[src/rtl/frame_decimator.sv]
// Frame decimator: passes one sensor frame in every (iSKIP+1), either continuously or single-shot.
// Optional capture counter on oCap_Cnt enabled by defining FRAME_DECIM_STATS_EN.
module frame_decimator #(
   parameter int unsigned CNT_W = 4
) (
   input  logic             iCLK,
   input  logic             iRST_N,
   input  logic             iFVAL,
   input  logic             iDVAL,
   input  logic             iEN,
   input  logic             iMODE,
   input  logic [CNT_W-1:0] iSKIP,
   output logic             oFrame_En,
   output logic             oDVAL,
   output logic             oFrame_Start,
   output logic             oFrame_Done,
   output logic             oBusy,
   output logic [15:0]      oCap_Cnt
);

   typedef enum logic [2:0] {
      StIdle,
      StSync,
      StArm,
      StCapture,
      StHold
   } state_t;

   state_t           r_state;
   state_t           w_state_nxt;
   logic             r_fval;
   logic [CNT_W-1:0] r_skip_cnt;
   logic [CNT_W-1:0] r_skip_lat;
   logic [CNT_W-1:0] w_cnt_nxt;
   logic [CNT_W-1:0] w_lat_nxt;
   logic             r_frame_en;
   logic             r_dval;
   logic             r_start;
   logic             r_done;
   logic             w_en_nxt;
   logic             w_start_nxt;
   logic             w_done_nxt;
   logic             w_rise;
   logic             w_fall;
   logic             w_hit;
   logic             w_sel;

   assign w_rise = iFVAL & ~r_fval;
   assign w_fall = ~iFVAL & r_fval;
   assign w_hit  = (r_skip_cnt == r_skip_lat);
   assign w_sel  = (r_state == StCapture) | ((r_state == StArm) & w_rise & w_hit);

   always_comb begin
      w_state_nxt = r_state;
      w_cnt_nxt   = r_skip_cnt;
      w_lat_nxt   = r_skip_lat;
      w_en_nxt    = r_frame_en;
      w_start_nxt = 1'b0;
      w_done_nxt  = 1'b0;
      unique case (r_state)
         StIdle: begin
            if (iEN) w_state_nxt = StSync;
         end
         StSync: begin
            if (!iEN) begin
               w_state_nxt = StIdle;
            end else if (!iFVAL) begin
               // Wait for a frame gap so capture never begins mid-frame.
               w_state_nxt = StArm;
               w_cnt_nxt   = '0;
               w_lat_nxt   = iSKIP;
            end
         end
         StArm: begin
            if (!iEN) begin
               w_state_nxt = StIdle;
            end else if (w_rise) begin
               if (w_hit) begin
                  w_state_nxt = StCapture;
                  w_en_nxt    = 1'b1;
                  w_start_nxt = 1'b1;
               end else begin
                  w_cnt_nxt = r_skip_cnt + 1'b1;
               end
            end
         end
         StCapture: begin
            if (w_fall) begin
               w_en_nxt   = 1'b0;
               w_done_nxt = 1'b1;
               w_cnt_nxt  = '0;
               w_lat_nxt  = iSKIP;
               if (iMODE)     w_state_nxt = StHold;
               else if (!iEN) w_state_nxt = StIdle;
               else           w_state_nxt = StArm;
            end
         end
         StHold: begin
            if (!iEN) w_state_nxt = StIdle;
         end
         default: w_state_nxt = StIdle;
      endcase
   end

   always_ff @(posedge iCLK) begin
      if (!iRST_N) begin
         r_state    <= StIdle;
         r_fval     <= 1'b0;
         r_skip_cnt <= '0;
         r_skip_lat <= '0;
         r_frame_en <= 1'b0;
         r_dval     <= 1'b0;
         r_start    <= 1'b0;
         r_done     <= 1'b0;
      end else begin
         r_state    <= w_state_nxt;
         r_fval     <= iFVAL;
         r_skip_cnt <= w_cnt_nxt;
         r_skip_lat <= w_lat_nxt;
         r_frame_en <= w_en_nxt;
         r_dval     <= iDVAL & iFVAL & w_sel;
         r_start    <= w_start_nxt;
         r_done     <= w_done_nxt;
      end
   end

   assign oFrame_En    = r_frame_en;
   assign oDVAL        = r_dval;
   assign oFrame_Start = r_start;
   assign oFrame_Done  = r_done;
   assign oBusy        = (r_state != StIdle);

`ifdef FRAME_DECIM_STATS_EN
   logic [15:0] r_cap_cnt;

   always_ff @(posedge iCLK) begin
      if (!iRST_N) begin
         r_cap_cnt <= '0;
      end else if (w_done_nxt) begin
         r_cap_cnt <= r_cap_cnt + 16'd1;
      end
   end

   assign oCap_Cnt = r_cap_cnt;
`else
   assign oCap_Cnt = '0;
`endif

endmodule

[config.mk]
export PLATFORM = sky130hd
export DESIGN_NAME = frame_decimator
export DESIGN_NICKNAME = d
export VERILOG_FILES = /design/src/rtl/frame_decimator.sv
export SDC_FILE = /design/constraint.sdc
export NUM_CORES = 1
export LEC_CHECK = 0
export BUFFER_PORTS_ARGS = -buffer_cell sky130_fd_sc_hd__buf_4
export CAP_MARGIN = 40
export CORE_UTILIZATION = 52
export CTS_CLUSTER_DIAMETER = 60
export DETAILED_ROUTE_END_ITERATION = 12
export PLACE_DENSITY = 0.82
export SYNTH_ARGS = -nofsm -noshare
export SYNTH_HDL_FRONTEND = slang
export SYNTH_SLANG_ARGS = --single-unit
[constraint.sdc]
create_clock -name iCLK -period 2.8 [get_ports iCLK]
set_clock_uncertainty 0.1 [all_clocks]
set_input_delay 0.84 -clock iCLK [delete_from_list [all_inputs] [get_ports iCLK]]
set_output_delay 0.84 -clock iCLK [all_outputs]
set_load 0.05 [all_outputs]
==> flow_metrics.env, run 1 <==
export IMPL_outcome="complete, no violations"
export IMPL_seq_area_frac_synth_pct=34.00
export IMPL_antenna_found_initial=0
export IMPL_swShare_pct=33.57
export IMPL_clk_latency_ns=0.29
export IMPL_synthAdderAreaFrac_pct=1.328
export IMPL_slew_headroom_pct=60.21
export IMPL_root_buffer="clkbuf_4"
export IMPL_cts_hold_buf=0
export IMPL_dp_cells=141
export IMPL_muxShareOfSynthArea_pct=6.375
export IMPL_max_slew_worst_pin_slew_ns=0.5922
export IMPL_synth_top_area_share_pct=34.00
export IMPL_power_frac_clock_pct=30.5
export IMPL_hold_violations=0
export IMPL_die_h_microns=44.57
export IMPL_core_area_sq_um=1708
export IMPL_rows=15
export IMPL_path_delay_family="flip-flops"
export IMPL_slew_violations=0
export IMPL_power_frac_seq_pct=47.6
export IMPL_nNetsFinal=132
export IMPL_critPathSlowestCell="dfxtp_1"
export IMPL_ys_seq_elements=16
export IMPL_path_cells="inv_1 -> nand2_1 -> buf_4"
export IMPL_fin_crit_sh_pct=81.10
export IMPL_grt_usage_pct=20.39
export IMPL_syn_avg_cell_area_sq_um=8.724
export IMPL_initial_core_util_pct=55.16
export IMPL_final_cells=145
export IMPL_routed_wl_microns=1731
export IMPL_crit_fanout=13
export IMPL_layout_min_cycle_time_ns=2.271
export IMPL_critPathKind="register to primary output"
export IMPL_die_w_microns=44.57
export IMPL_crit_buf_inv=2
export IMPL_hold_path_class="register to register"
export IMPL_drtPass1Iterations=4
export IMPL_port_buffers=14
export IMPL_ys_async_sr_fraction_pct=0
export IMPL_p_int_uw=338.4
export IMPL_dieArea_sq_um=1986
export IMPL_arrival_ns=1.33
export IMPL_grt_pass1_vias=705
export IMPL_combinationalPowerShare_pct=21.9
export IMPL_drv_cap=0
export IMPL_cts_tree="done"
export IMPL_max_stage_delay_ns=0.59
export IMPL_p_switching_uw=171.0
export IMPL_synth_edf_count=0
export IMPL_ant_nets=0
export IMPL_power_total_uw=509.5
export IMPL_ir_drop_mv=0.2710
export IMPL_cts_buffer_depth=2
export IMPL_grt_max_degree=14
export IMPL_clk_pin_slew_ns=0.10
export IMPL_cts_inserted_buffers=3
export IMPL_drive_above_1_share_pct=16.67
export IMPL_drc_errors=0
export IMPL_post_cts_buffers=0
export IMPL_yosysTopAreaCell="dfxtp_1"
export IMPL_synthDistinctLibCells=35
export IMPL_leakagePower_uw=0.0004869
export IMPL_synth_warnings=0
export IMPL_rsz0062_at_grt="no"
export IMPL_gp_congestion=0.8621
export IMPL_synth_top_family_by_area="simple AND/OR/NAND/NOR gates"
export IMPL_synth_compound_area_share_pct=16.73
export IMPL_yosys_area_share_simple_pct=20.85
export IMPL_wl_per_cell_microns=11.94
export IMPL_worstPathRequired_ns=1.86
export IMPL_io_pins=31
export IMPL_ys_flop_type="dfxtp_1"
export IMPL_fmax_mhz=440.4
export IMPL_cts_htree_levels=1
export IMPL_grt_pass1_wl_microns=2953
export IMPL_drtIter0Drc=10
export IMPL_synth_xor_area_share_pct=3.718
export IMPL_diodes=0
export IMPL_cts_sinks=16
export IMPL_netlist_area_sq_um=942.2
export IMPL_cts_resized=0
export IMPL_synthToLayoutAreaGrowth_pct=8.897
export IMPL_fin_tns_setup_ns=0
export IMPL_critPathCaptureType="primary output"
export IMPL_finalSetupViolCount=0
export IMPL_synth_area_leaders="dfxtp_1 34%, buf_4 14%, mux2i_1 6.4%"
export IMPL_powerDensity_nw_per_um2=496.6
export IMPL_via_per_inst=5.276
export IMPL_startpoint_type="register"
export IMPL_hpwlAfterDp_microns=1258
export IMPL_vias=765
export IMPL_netlist_instances=108
export IMPL_grt_overflow_total=0
==> cell families (layout without fill, tap and decap cells) <==
family	count (synthesis)	after routing
AND/OR/NAND/NOR	35	35
multiplexers	6	6
flip-flops	16	16
buffers and inverters	24	21
AO/OA/AOI/OAI	21	21
XOR/XNOR	4	4
adder cells (fa/ha/maj)	1	1
other	1	16
==> worst register-to-register path: cells and delay by family (launching register included) <==
family,cells,cell delay [ns]
AND/OR/NAND/NOR,1,0.52
AO/OA/AOI/OAI,2,0.44
flip-flops,1,0.59
multiplexers,1,0.13
==> area by class of cell <==
class	count	area [sq um]
Clock buffer	4	36.28
Fill cell	166	681.9
Inverter	3	11.26
Multi-Input combinational cell	83	521.8
Sequential cell	16	320.3
Tap cell	25	31.28
Timing Repair Buffer	14	105.1
==> power groups by stage <==
stage	sequential (uW)	combinational (uW)	clock (uW)
2_1_floorplan	243	112	0
3_3_place_gp	247	109	0
3_5_place_dp	248	110	0
4_1_cts	243	111	157
5_1_grt	244	119	165
6_report	243	111	156
==> per-stage QoR <==
| stage | area (sq um) | util [%] | hold WS (ns) | worst slack [ns] |
|---|---|---|---|---|
| 3_3_place_gp | 989.7 | 57.95 | 0.4017 | 0.6350 |
| 6_report | 1026 | 60.07 | 0.4244 | 0.5292 |
| 3_5_place_dp | 989.7 | 57.95 | 0.4106 | 0.6020 |
| 4_1_cts | 1026 | 60.07 | 0.4324 | 0.5236 |
| 2_1_floorplan | 998.5 | - | 0.3751 | 0.6928 |
| 5_1_grt | 1026 | 60.07 | 0.4662 | 0.4580 |
==> sequential cells by signal, summed over array words and instances (netlist names) <==
name and cells:
oDVAL 1, oFrame_Done 1, oFrame_En 1, oFrame_Start 1, r_fval 1, r_skip_cnt 4, r_skip_lat 4, r_state 3
==> routing by layer <==
layer / GRT usage [%] / wire length [microns] / vias to the layer above
met1: 22.14 / 733 / 365
met4: 10.91 / 31 / 0
met5: 0 / 0 / -
li1: - / - / 377
met3: 4.898 / 71 / 5
met2: 36.18 / 894 / 18
==> Yosys cell counts (all sizes together) (2+ instances only) <==
master / n
nand4: 2
o211ai: 2
nor2b: 2
inv: 3
nand3: 3
and3: 2
nor3: 4
a21boi: 2
nor2: 8
nand2: 4
o21a: 2
xnor2: 4
clkbuf: 2
mux2i: 6
nor4b: 2
o21ai: 4
nand2b: 3
buf: 19
a21oi: 3
dfxtp: 16
o211a: 2
a41o: 2
==> placed cells by master (no fill, tap or decap) <==
cell,netlist,routed
inv_1,3,3
nor4b_2,1,1
o21a_1,2,2
and2_1,1,1
mux2i_1,6,6
nor2b_1,2,2
o2bb2ai_2,1,1
a41o_1,2,2
a22oi_1,1,1
nand2_1,4,4
clkbuf_4,0,3
nand3_1,3,3
conb_1,1,16
a32oi_1,1,1
o21ai_0,4,4
o211a_1,2,2
clkbuf_8,0,1
a21boi_0,2,2
ha_1,1,1
buf_4,17,14
o211ai_1,2,2
and4_1,1,1
nand4_1,2,2
nor4_1,1,1
nor4b_1,1,1
nand2b_1,3,3
and3_1,2,2
xnor2_1,4,4
nor2_1,8,8
a21oi_1,3,3
or3_1,1,1
nand4b_1,1,1
dfxtp_1,16,16
nor3_1,4,4
a31oi_1,1,1
==> worst paths after layout <==
path	from	endpoint	slack [ns]	cells after the start
worst max-delay path	r_state[1]	oBusy	0.53	3
worst min register to register	r_skip_cnt[1]	r_skip_cnt[1]	0.42	2
worst max register to register	r_state[1]	r_skip_cnt[3]	0.91	4
worst min-delay path	r_skip_cnt[1]	r_skip_cnt[1]	0.42	2
Note: power is estimated with default switching activity, not from simulation.
==> run 2: changes to the inputs <==
CORE_UTILIZATION = 49   (was 52)
PLACE_DENSITY = 0.78   (was 0.82)
clock period = 2.2 ns   (was 2.8 ns; I/O delays follow)
==> run 2 against run 1 <==
Register-to-register slack worse by 0.46 ns. Total power up 26%. Utilization down 1.5 points. Critical endpoint unchanged.
==> flow_metrics.env, run 2 (same netlist as run 1, synthesis figures left out) <==
export IMPL_cts_sinks=16
export IMPL_finalSetupViolCount=0
export IMPL_critPathSlowestCell="dfxtp_1"
export IMPL_slew_violations=0
export IMPL_synthToLayoutAreaGrowth_pct=9.694
export IMPL_vias=771
export IMPL_rsz0062_at_grt="no"
export IMPL_max_stage_delay_ns=0.59
export IMPL_startpoint_type="register"
export IMPL_grt_max_degree=14
export IMPL_critPathCaptureType="primary output"
export IMPL_slew_headroom_pct=61.67
export IMPL_cts_htree_levels=1
export IMPL_utilization_pct=58.58
export IMPL_cts_inserted_buffers=3
export IMPL_root_buffer="clkbuf_4"
export IMPL_fin_crit_sh_pct=94.00
export IMPL_grt_pass1_wl_microns=2994
export IMPL_outcome="complete, no violations"
export IMPL_drtIter0Drc=23
export IMPL_post_cts_buffers=0
export IMPL_critPathKind="register to primary output"
export IMPL_power_total_uw=643.9
export IMPL_rows=15
export IMPL_layout_min_cycle_time_ns=2.068
export IMPL_fmax_mhz=483.6
export IMPL_leakagePower_uw=0.0004911
export IMPL_ant_nets=0
export IMPL_cts_tree="done"
export IMPL_grt_usage_pct=19.66
export IMPL_final_cells=146
export IMPL_layout_common_cells="16 x conb_1, 16 x dfxtp_1, 15 x buf_4, 8 x nor2_1, 6 x mux2i_1"
export IMPL_diodes=0
export IMPL_drc_errors=0
export IMPL_hold_path_class="register to register"
export IMPL_reg_top3="r_skip_cnt x4, r_skip_lat x4, r_state x3"
export IMPL_arrival_ns=1.31
export IMPL_grt_pass1_vias=731
export IMPL_worstPathRequired_ns=1.44
export IMPL_via_per_inst=5.281
export IMPL_powerDensity_nw_per_um2=623.0
export IMPL_die_h_microns=45.85
export IMPL_drv_cap=0
export IMPL_dp_cells=142
export IMPL_initial_core_util_pct=53.40
export IMPL_drive_above_1_share_pct=17.36
export IMPL_cts_hold_buf=0
export IMPL_core_area_sq_um=1764
export IMPL_ir_drop_mv=0.5038
export IMPL_routed_wl_microns=1711
export IMPL_io_pins=31
export IMPL_antenna_found_initial=0
export IMPL_die_w_microns=45.85
export IMPL_hpwlAfterDp_microns=1339
export IMPL_port_buffers=14
export IMPL_dieArea_sq_um=2102
export IMPL_cts_buffer_depth=2
export IMPL_cts_resized=0
export IMPL_drtPass1Iterations=4
export IMPL_clk_latency_ns=0.28
export IMPL_crit_fanout=13
export IMPL_max_slew_worst_pin_slew_ns=0.5705
export IMPL_hold_violations=0
export IMPL_gp_congestion=0.9163
export IMPL_fin_tns_setup_ns=0
export IMPL_wl_per_cell_microns=11.72
export IMPL_nNetsFinal=133
export IMPL_path_cells="inv_1 -> nand2_1 -> buf_4"
export IMPL_grt_overflow_total=0
export IMPL_clk_pin_slew_ns=0.09
==> run 2: cell types whose count changed in the layout (fill, tap and decap cells not counted), sizes merged <==
cell  before  now
buf       14   15
==> run 2: area by class of cell <==
class / count / area [sq um]
clock buffers: 4 / 36.28
fillers: 169 / 730.7
inverters: 3 / 11.26
multi-input cells: 83 / 521.8
flip-flops and latches: 16 / 320.3
well taps: 25 / 31.28
repair buffers: 15 / 112.6
==> run 2: power breakdown <==
part | switching (uW) | leakage [uW] | internal (uW)
combinational | 108 | 0.000340 | 34.5
clock | 92.5 | 0.0000210 | 101
sequential | 12.1 | 0.000130 | 296
total | 213 | 0.000491 | 431
==> run 2: through the flow <==
| stage | hold slack, ns | setup slack (ns) | area [sq um] |
|---|---|---|---|
| after global placement | 0.4015 | 0.3162 | 997.2 |
| after global routing | 0.4265 | 0.04848 | 1033 |
| final | 0.4083 | 0.1320 | 1033 |
| after CTS | 0.4150 | 0.1399 | 1033 |
| after detailed placement | 0.3994 | 0.2979 | 997.2 |
| after floorplan | 0.3751 | 0.2728 | 998.5 |
==> run 2: path summary, 6_finish.rpt <==
check,start,endpoint,slack [ns],depth (start not counted)
worst max-delay path,r_state[1],oBusy,0.13,3
worst min-delay path,r_skip_cnt[1],r_skip_cnt[1],0.41,2
worst max register to register,r_state[1],r_skip_cnt[3],0.45,4
worst min register to register,r_skip_cnt[1],r_skip_cnt[1],0.41,2
==> run 2: metal layers <==
layer / vias up / GRT usage (%) / part of all wire [%]
met2: 37 / 32.11 / 49
met4: 0 / 5.882 / 1.1
met3: 2 / 5.952 / 6.8
met1: 353 / 24.64 / 43
li1: 379 / - / -
met5: - / 0 / 0
==> run 2: worst max-delay path: cells and delay by family (launching register included) <==
family	cells	cell delay, ns
buf+inv	2	0.34
simple gates	1	0.09
flops	1	0.59
